==> src/rtl/gate_truth_sequencer.sv <==
// gate_truth_sequencer
// Walks every input vector of an N_IN-input gate, holds each for SETTLE
// cycles, then samples dut_y against exp_table and tallies mismatches.
// Optional build macro: GATE_SEQ_TRACE_EN prints a truth-table trace
// (header on start, one row per sampled vector). With the macro
// undefined nothing is printed and port behaviour is identical.
module gate_truth_sequencer #(
  parameter int N_IN   = 2,
  parameter int SETTLE = 1
) (
  input  logic                 clk,
  input  logic                 rst_n,
  input  logic                 start,
  input  logic [2**N_IN-1:0]   exp_table,
  input  logic                 dut_y,
  output logic [N_IN-1:0]      dut_in,
  output logic                 busy,
  output logic                 done,
  output logic                 pass,
  output logic [N_IN:0]        err_count,
  output logic [N_IN-1:0]      fail_idx,
  output logic                 fail_valid
);

  // Counter only has to reach SETTLE-1; keep at least one bit.
  localparam int CW = (SETTLE > 1) ? $clog2(SETTLE) : 1;
  localparam logic [CW-1:0]   CNT_LAST = CW'(SETTLE - 1);
  localparam logic [CW-1:0]   CNT_ONE  = CW'(1);
  localparam logic [N_IN-1:0] VEC_LAST = {N_IN{1'b1}};
  localparam logic [N_IN-1:0] VEC_ONE  = N_IN'(1);
  localparam logic [N_IN:0]   ERR_ONE  = (N_IN + 1)'(1);

  typedef enum logic [1:0] {
    S_IDLE   = 2'd0,
    S_SETTLE = 2'd1,
    S_SAMPLE = 2'd2,
    S_DONE   = 2'd3
  } state_t;

  state_t           state;
  state_t           state_nxt;
  logic [CW-1:0]    cnt;
  logic [CW-1:0]    cnt_nxt;
  logic [N_IN-1:0]  dut_in_nxt;
  logic [N_IN:0]    err_nxt;
  logic [N_IN-1:0]  fidx_nxt;
  logic             fv_nxt;
  logic             busy_nxt;
  logic             done_nxt;
  logic             pass_nxt;
  logic             mismatch;

  // Compare the gate output with the expected bit for the current vector.
  always_comb begin
    mismatch = (dut_y != exp_table[dut_in]);
  end

  // Next-state and next-output computation for the sequencer.
  always_comb begin
    state_nxt  = state;
    cnt_nxt    = cnt;
    dut_in_nxt = dut_in;
    err_nxt    = err_count;
    fidx_nxt   = fail_idx;
    fv_nxt     = fail_valid;
    busy_nxt   = busy;
    done_nxt   = 1'b0;
    pass_nxt   = pass;
    case (state)
      S_IDLE: begin
        if (start) begin
          state_nxt  = S_SETTLE;
          dut_in_nxt = {N_IN{1'b0}};
          err_nxt    = {(N_IN + 1){1'b0}};
          fv_nxt     = 1'b0;
          pass_nxt   = 1'b0;
          cnt_nxt    = {CW{1'b0}};
          busy_nxt   = 1'b1;
        end else begin
          state_nxt  = S_IDLE;
        end
      end
      S_SETTLE: begin
        if (cnt == CNT_LAST) begin
          state_nxt = S_SAMPLE;
        end else begin
          cnt_nxt   = cnt + CNT_ONE;
        end
      end
      S_SAMPLE: begin
        if (mismatch) begin
          err_nxt = err_count + ERR_ONE;
          if (!fail_valid) begin
            fidx_nxt = dut_in;
            fv_nxt   = 1'b1;
          end else begin
            fidx_nxt = fail_idx;
          end
        end else begin
          err_nxt = err_count;
        end
        if (dut_in != VEC_LAST) begin
          dut_in_nxt = dut_in + VEC_ONE;
          cnt_nxt    = {CW{1'b0}};
          state_nxt  = S_SETTLE;
        end else begin
          // Final vector: dut_in holds, verdict includes this sample.
          state_nxt  = S_DONE;
          done_nxt   = 1'b1;
          busy_nxt   = 1'b0;
          pass_nxt   = (err_nxt == {(N_IN + 1){1'b0}});
        end
      end
      S_DONE: begin
        state_nxt = S_IDLE;
      end
      default: begin
        state_nxt = S_IDLE;
      end
    endcase
  end

  // State and output registers with synchronous active-low reset.
  always_ff @(posedge clk) begin
    if (!rst_n) begin
      state      <= S_IDLE;
      cnt        <= {CW{1'b0}};
      dut_in     <= {N_IN{1'b0}};
      err_count  <= {(N_IN + 1){1'b0}};
      fail_idx   <= {N_IN{1'b0}};
      fail_valid <= 1'b0;
      busy       <= 1'b0;
      done       <= 1'b0;
      pass       <= 1'b0;
    end else begin
      state      <= state_nxt;
      cnt        <= cnt_nxt;
      dut_in     <= dut_in_nxt;
      err_count  <= err_nxt;
      fail_idx   <= fidx_nxt;
      fail_valid <= fv_nxt;
      busy       <= busy_nxt;
      done       <= done_nxt;
      pass       <= pass_nxt;
    end
  end

`ifdef GATE_SEQ_TRACE_EN
  // Print the truth-table header on start and one row per sampled vector.
  always_ff @(posedge clk) begin
    if (rst_n && (state == S_IDLE) && start) begin
      $display("in[%0d:0] | y", N_IN - 1);
    end else if (rst_n && (state == S_SAMPLE)) begin
      $display("%b | %b%s", dut_in, dut_y, mismatch ? " MISMATCH" : "");
    end
  end
`endif

endmodule

==> config.mk <==
export PLATFORM = sky130hd
export DESIGN_NAME = gate_truth_sequencer
export DESIGN_NICKNAME = d
export VERILOG_FILES = /design/src/rtl/gate_truth_sequencer.sv
export SDC_FILE = /design/constraint.sdc
export NUM_CORES = 1
export LEC_CHECK = 0
export CAP_MARGIN = 20
export CORE_AREA = 2 2 43 45
export CTS_BUF_LIST = sky130_fd_sc_hd__clkbuf_8
export CTS_CLUSTER_SIZE = 14
export DETAILED_ROUTE_END_ITERATION = 6
export DIE_AREA = 0 0 45 47
export HOLD_SLACK_MARGIN = 0.05
export PLACE_DENSITY = 0.79
export SLEW_MARGIN = 20
export SYNTH_ARGS = -nofsm -noshare
export SYNTH_HDL_FRONTEND = slang
export SYNTH_SLANG_ARGS = --single-unit
==> constraint.sdc <==
create_clock -name clk -period 1.8 [get_ports clk]
set_input_delay 0.27 -clock clk [delete_from_list [all_inputs] [get_ports clk]]
set_output_delay 0.27 -clock clk [all_outputs]
set_load 0.02 [all_outputs]
# Word-level counts from Yosys, hierarchy flattened
# Index checks and enable logic that the tools add are counted.
# W data, S select, Z words.
totals:
  output_inout_bits: 11
  reg_bits: 14
  wordCells: 60
op_classes:
  n_reduce_logical: 11
  bitwise: 1
  magnitude_cmp: 1
  muxes: 25
  n_addsub: 3
  eq_ne: 10
ops:
  columns: ["op", "count"]
  rows:
  - ["$reduce_and A3 Y1", 5]
  - ["$ne A2 B2 Y1 const B", 6]
  - ["$mux W1", 10]
  - ["$mux W3", 3]
  - ["$mux W2", 4]
  - ["$pmux W2 S4", 1]
  - ["$pmux W1 S2", 3]
  - ["$pmux W3 S2", 1]
  - ["$eq A2 B2 Y1 const B", 2]
  - ["$pmux W2 S2", 1]
  - ["$reduce_and A2 Y1", 2]
  - ["$add A3 B1 Y3 const B", 1]
  - ["$logic_not A3 Y1", 1]
  - ["$lt A2 B3 Y1 const B", 1]
  - ["$pmux W1 S3", 1]
  - ["$reduce_bool A3 Y1", 1]
  - ["$add A2 B1 Y2 const B", 1]
  - ["$bmux W1 S2", 1]
  - ["$eq A2 B1 Y1 const B", 1]
  - ["$logic_not A2 Y1", 1]
  - ["$reduce_bool A2 Y1", 1]
  - ["$add A1 B1 Y1 const B", 1]
  - ["$ne A1 B1 Y1", 1]
  - ["$not A1 Y1", 1]

# Logic depth before layout (Yosys ltp)
logic_depth:
  word_depth: 8
  ltp_mapped: 6

# Worst setup path after synthesis
# Ideal clock, no wire load.
synth_timing:
  kind: "register to register"
  startpoint: "reg dut_in[0]"
  endpoint: "reg err_count[0]"
  arrival_time_ns: 1.798
  setup_time_ns: 0.121
  slack_ns: -0.119
  path_stages_with_launch: 5
  period_less_slack_ns: 1.919
  cell_sequence: "dfxtp_1 mux4_2 xnor2_4 a22o_1 mux2_2"
synth_via:
  elab_chain_cells: 6
synth_rtl:
  columns: ["item", "line_no", "text"]
  rows:
  - ["from (decl)", "16", "output logic [N_IN-1:0] dut_in,"]
  - ["from (signal assigned)", "128", "dut_in <= {N_IN{1'b0}};"]
  - ["from (signal assigned)", "138", "dut_in <= dut_in_nxt;"]
  - ["$bmux W1 S2", "55", "mismatch = (dut_y != exp_table[dut_in]);"]
  - ["$mux W1 (not written as such)", "55", null]
  - ["$ne A1 B1 Y1", "55", null]
  - ["$mux W3", "91", "if (mismatch) begin"]
  - ["$mux W3", "69", "case (state)"]
  - ["$pmux W3 S2", "69", null]
  - ["to (signal assigned)", "129", "err_count <= {(N_IN + 1){1'b0}};"]
  - ["to (signal assigned)", "139", "err_count <= err_nxt;"]
  - ["to (decl)", "20", "output logic [N_IN:0] err_count,"]
# Every way passes these cells. The select of a mux whose other input is x is not followed.
# A chain may end at the register's enable or synchronous reset.

# Worst setup path after layout
layout_timing:
  startpoint: "in exp_table[0]"
  endpoint: "reg err_count[0]"
layout_via:
  elab_chain_cells: 6
layout_rtl:
  columns: ["item", "line_no", "text"]
  rows:
  - ["from (decl)", "14", "input logic [2**N_IN-1:0] exp_table,"]
  - ["$bmux W1 S2", "55", null]
  - ["$mux W1 (not written as such)", "55", null]
  - ["$ne A1 B1 Y1", "55", null]
  - ["$mux W3", "91", null]
  - ["$mux W3", "69", null]
  - ["$pmux W3 S2", "69", null]
# Every way passes these cells. The select of a mux whose other input is x is not followed.

==> results.sh <==
export IMPL_combinationalPowerShare_pct=14.2
export IMPL_core_area_sq_mm=0.00165
export IMPL_cts_htree_levels=1
export IMPL_critPathMaxFanout=8
export IMPL_highest_layer="met4"
export IMPL_clock_tree_root_cell="clkbuf_8"
export IMPL_syn_area_per_cell_sq_um=9.79
export IMPL_switchingPower_mw=0.158
export IMPL_fillers=141
export IMPL_antenna_cells=0
export IMPL_hold_violations=0
export IMPL_cellPowerDensity_mw_per_mm2=694
export IMPL_antenna_found_initial=0
export IMPL_ys_types=27
export IMPL_first_global_vias=514
export IMPL_min_path_cells=2
export IMPL_drc_errors=0
export IMPL_sequentialPowerShare_pct=46.8
export IMPL_ant_nets=0
export IMPL_initial_core_util_pct=40.3
export IMPL_drive_gt1_share_pct=15.7
export IMPL_rsz0062_at_grt="no"
export IMPL_maxSlewHeadroom_pct=63.9
export IMPL_leakage_nw=0.381
export IMPL_crit_type="in2reg"
export IMPL_grt_overflow_total=0
export IMPL_ys_flop_type="dfxtp_1"
export IMPL_nets=100
export IMPL_endpoint_kind="flip-flop"
export IMPL_netlist_instances=68
export IMPL_met2_length_microns=677
export IMPL_synth_edf_count=0
export IMPL_setup_viol=0
export IMPL_wl_met3_microns=62
export IMPL_syn2layout_area_growth_pct=41.5
export IMPL_hold_ws_ns=0.469
export IMPL_insertion_delay_ns=0.24
export IMPL_hp_start="fail_idx[1]$_SDFFE_PN0P_"
export IMPL_swShare_pct=24.1
export IMPL_r2r_end="err_count[0]$_SDFFE_PN0P_"
export IMPL_gp_congestion=0.742
export IMPL_timing_fmax_ghz=0.564
export IMPL_grt_pass1_wl_mm=2.10
export IMPL_drtIter0Drc=8
export IMPL_hpwl_mm=1.04
export IMPL_ir_drop_mv=0.293
export IMPL_rr_worst_depth=4
export IMPL_clkPwrFrac_pct=39.0
export IMPL_die_area_sq_mm=0.00212
export IMPL_finalMaxSlewViolations=0
export IMPL_cap_viol_max_count=0
export IMPL_fin_crit_ns=1.77
export IMPL_wl_met1_microns=651
export IMPL_synth_async_reset_ratio_pct=0
export IMPL_reg2reg_slack_ns=0.08
export IMPL_viasPerCell=5.54
export IMPL_synth_area_sq_um=666
export IMPL_core_rowCount=15
export IMPL_regArea_sq_um=262
export IMPL_arrival_ns=1.90
export IMPL_worst_pin_slew_ns=0.536
export IMPL_yosys_warnings=0
export IMPL_ys_seq_elements=13
export IMPL_multiInputGateArea_sq_um=400
export IMPL_via_count=587
export IMPL_cts_tree="built"
export IMPL_clock_skew_ns=0.00104
export IMPL_period_share_pct=98.5
export IMPL_status="complete, no violations"
export IMPL_syn_nets=78
export IMPL_rr_startpoint="dut_in[0]$_SDFFE_PN0P_"
export IMPL_grt_use_total_pct=13.7
export IMPL_total_power_mw=0.654
export IMPL_io_pins=19
export IMPL_p_int_mw=0.496
export IMPL_drt_pre_antenna_iters=5
export IMPL_min_to="fail_idx[1]$_SDFFE_PN0P_"
export IMPL_fp_dieW_microns=45
export IMPL_avgRoutedWirePerCell_microns=13.3
export IMPL_cp_start_kind="input pin"
export IMPL_clkTransAtPathRegs_ns=0.06
export IMPL_grt_max_degree=12
export IMPL_cts_buffers=3
export IMPL_seq_area_frac_synth_pct=39.1
export IMPL_clock_sinks=13
export IMPL_required_ns=1.93
export IMPL_post_cts_buffers=0
export IMPL_hold_path_class="reg2reg"
export IMPL_wl_mm=1.41
export IMPL_fin_tns_setup_ns=0
export IMPL_portBuffers=18
export IMPL_cts_buffer_depth=2
export IMPL_die_y_microns=47
through the flow:
step / instances / setup WS (ns) / utilization (%) / cell area [sq um]
2_1_floorplan: 68 / 0.00245 / - / 667
6_report: 106 / 0.0273 / 57.0 / 942
5_1_grt: 106 / 0.0105 / 57.0 / 942
4_1_cts: 106 / 0.00433 / 55.5 / 917
3_5_place_dp: 102 / -0.246 / 52.8 / 872
3_3_place_gp: 102 / -0.208 / 52.8 / 872
worst max path at each step:
stage / cells after the start / to / from / slack, ns
floorplan: 4 / err_count[0]$_SDFFE_PN0P_ / dut_in[0]$_SDFFE_PN0P_ / 0.002
global placement: 5 / err_count[0]$_SDFFE_PN0P_ / exp_table[3] / -0.21
detailed placement: 5 / err_count[0]$_SDFFE_PN0P_ / exp_table[3] / -0.25
CTS: 5 / err_count[0]$_SDFFE_PN0P_ / exp_table[3] / 0.004
global route: 5 / fail_idx[0]$_SDFFE_PN0P_ / exp_table[0] / 0.01
finish: 5 / err_count[0]$_SDFFE_PN0P_ / exp_table[0] / 0.03
cells in the final DEF (no fill, tap or decap):
| cell | instances |
|---|---|
| clkdlybuf4s50_1 | 15 |
| dfxtp_1 | 12 |
| nor2_1 | 8 |
| inv_1 | 4 |
| nand2_1 | 4 |
| o21ai_0 | 3 |
| a22o_1 | 3 |
| mux2i_1 | 3 |
| clkbuf_8 | 3 |
| dlymetal6s2s_1 | 3 |
| nand3_1 | 2 |
| and3_1 | 2 |
| a22oi_1 | 2 |
| a21oi_1 | 2 |
| nand4_1 | 2 |
| o211ai_1 | 2 |
| ha_1 | 2 |
| buf_4 | 2 |
| mux4_2 | 1 |
| xnor2_4 | 1 |
| mux2_4 | 1 |
| and2_1 | 1 |
| xor2_1 | 1 |
| nor3_1 | 1 |
| nor4b_4 | 1 |
| nand2b_4 | 1 |
| nor4b_2 | 1 |
| a311o_1 | 1 |
| mux2_2 | 1 |
| a21boi_0 | 1 |
| o221a_2 | 1 |
| nand2b_1 | 1 |
| dfxtp_2 | 1 |
power groups by stage:
stage | combinational (mW) | clock (mW) | sequential [mW]
finish | 0.0928 | 0.255 | 0.306
global placement | 0.0891 | 0 | 0.312
global route | 0.0996 | 0.272 | 0.307
CTS | 0.0906 | 0.255 | 0.306
detailed placement | 0.0905 | 0 | 0.312
floorplan | 0.0502 | 0 | 0.315
final cells by class:
| type | instances | share of cell area (%) |
|---|---|---|
| clock buffers | 3 | 4.38 |
| clock inverters | 1 | 0.398 |
| inverters | 3 | 1.20 |
| multi-input cells | 49 | 42.5 |
| flip-flops and latches | 13 | 27.8 |
| well taps | 17 | 2.26 |
| repair buffers | 20 | 21.5 |
cells by family (layout without fill, tap and decap cells):
kind of cell / count (synthesis) / in the layout / share of synthesized area (%)
simple gates: 24 / 24 / 20.5
xor+xnor: 2 / 2 / 5.45
buf+inv: 6 / 27 / 3.38
flops: 13 / 13 / 39.1
fa+ha+maj: 2 / 2 / 3.76
mux: 6 / 6 / 11.3
compound gates: 15 / 15 / 16.5
synth_stat cells, types with 2 or more instances:
library cell | count | area (sq um)
mux2_2 | 2 | 22.5
o21ai_0 | 3 | 15.0
and3_1 | 2 | 12.5
a22o_1 | 3 | 26.3
nand2_1 | 4 | 15.0
a21oi_1 | 2 | 10.0
nand3_1 | 2 | 10.0
inv_1 | 3 | 11.3
mux2i_1 | 3 | 30.0
dfxtp_1 | 13 | 260
ha_1 | 2 | 25.0
nand2b_1 | 2 | 12.5
o211ai_1 | 2 | 15.0
nor2_1 | 8 | 30.0
a22oi_1 | 2 | 15.0
nand4_1 | 2 | 12.5
clkbuf_1 | 3 | 11.3
sequential cells by signal (all words and copies together) (netlist names):
register	cells
err_count	3
dut_in	2
fail_idx	2
state	2
busy	1
done	1
fail_valid	1
pass	1
critical path: stages:
cell and delay, ns:
clkdlybuf4s50_1 0.40, mux4_2 0.52, xnor2_4 0.22, a22o_1 0.25, mux2_4 0.26
routing by layer:
layer	global-route usage [%]	up-vias
met5	0	-
met4	7.06	0
met1	16.3	278
li1	-	290
met3	2.69	2
met2	23.4	17
repair_timing:
item                       in CTS  in global routing
resized for setup               0                  6
hold buffers                    0                  0
setup endpoints to repair       0                  3
Note: power is estimated with default switching activity, not from simulation.
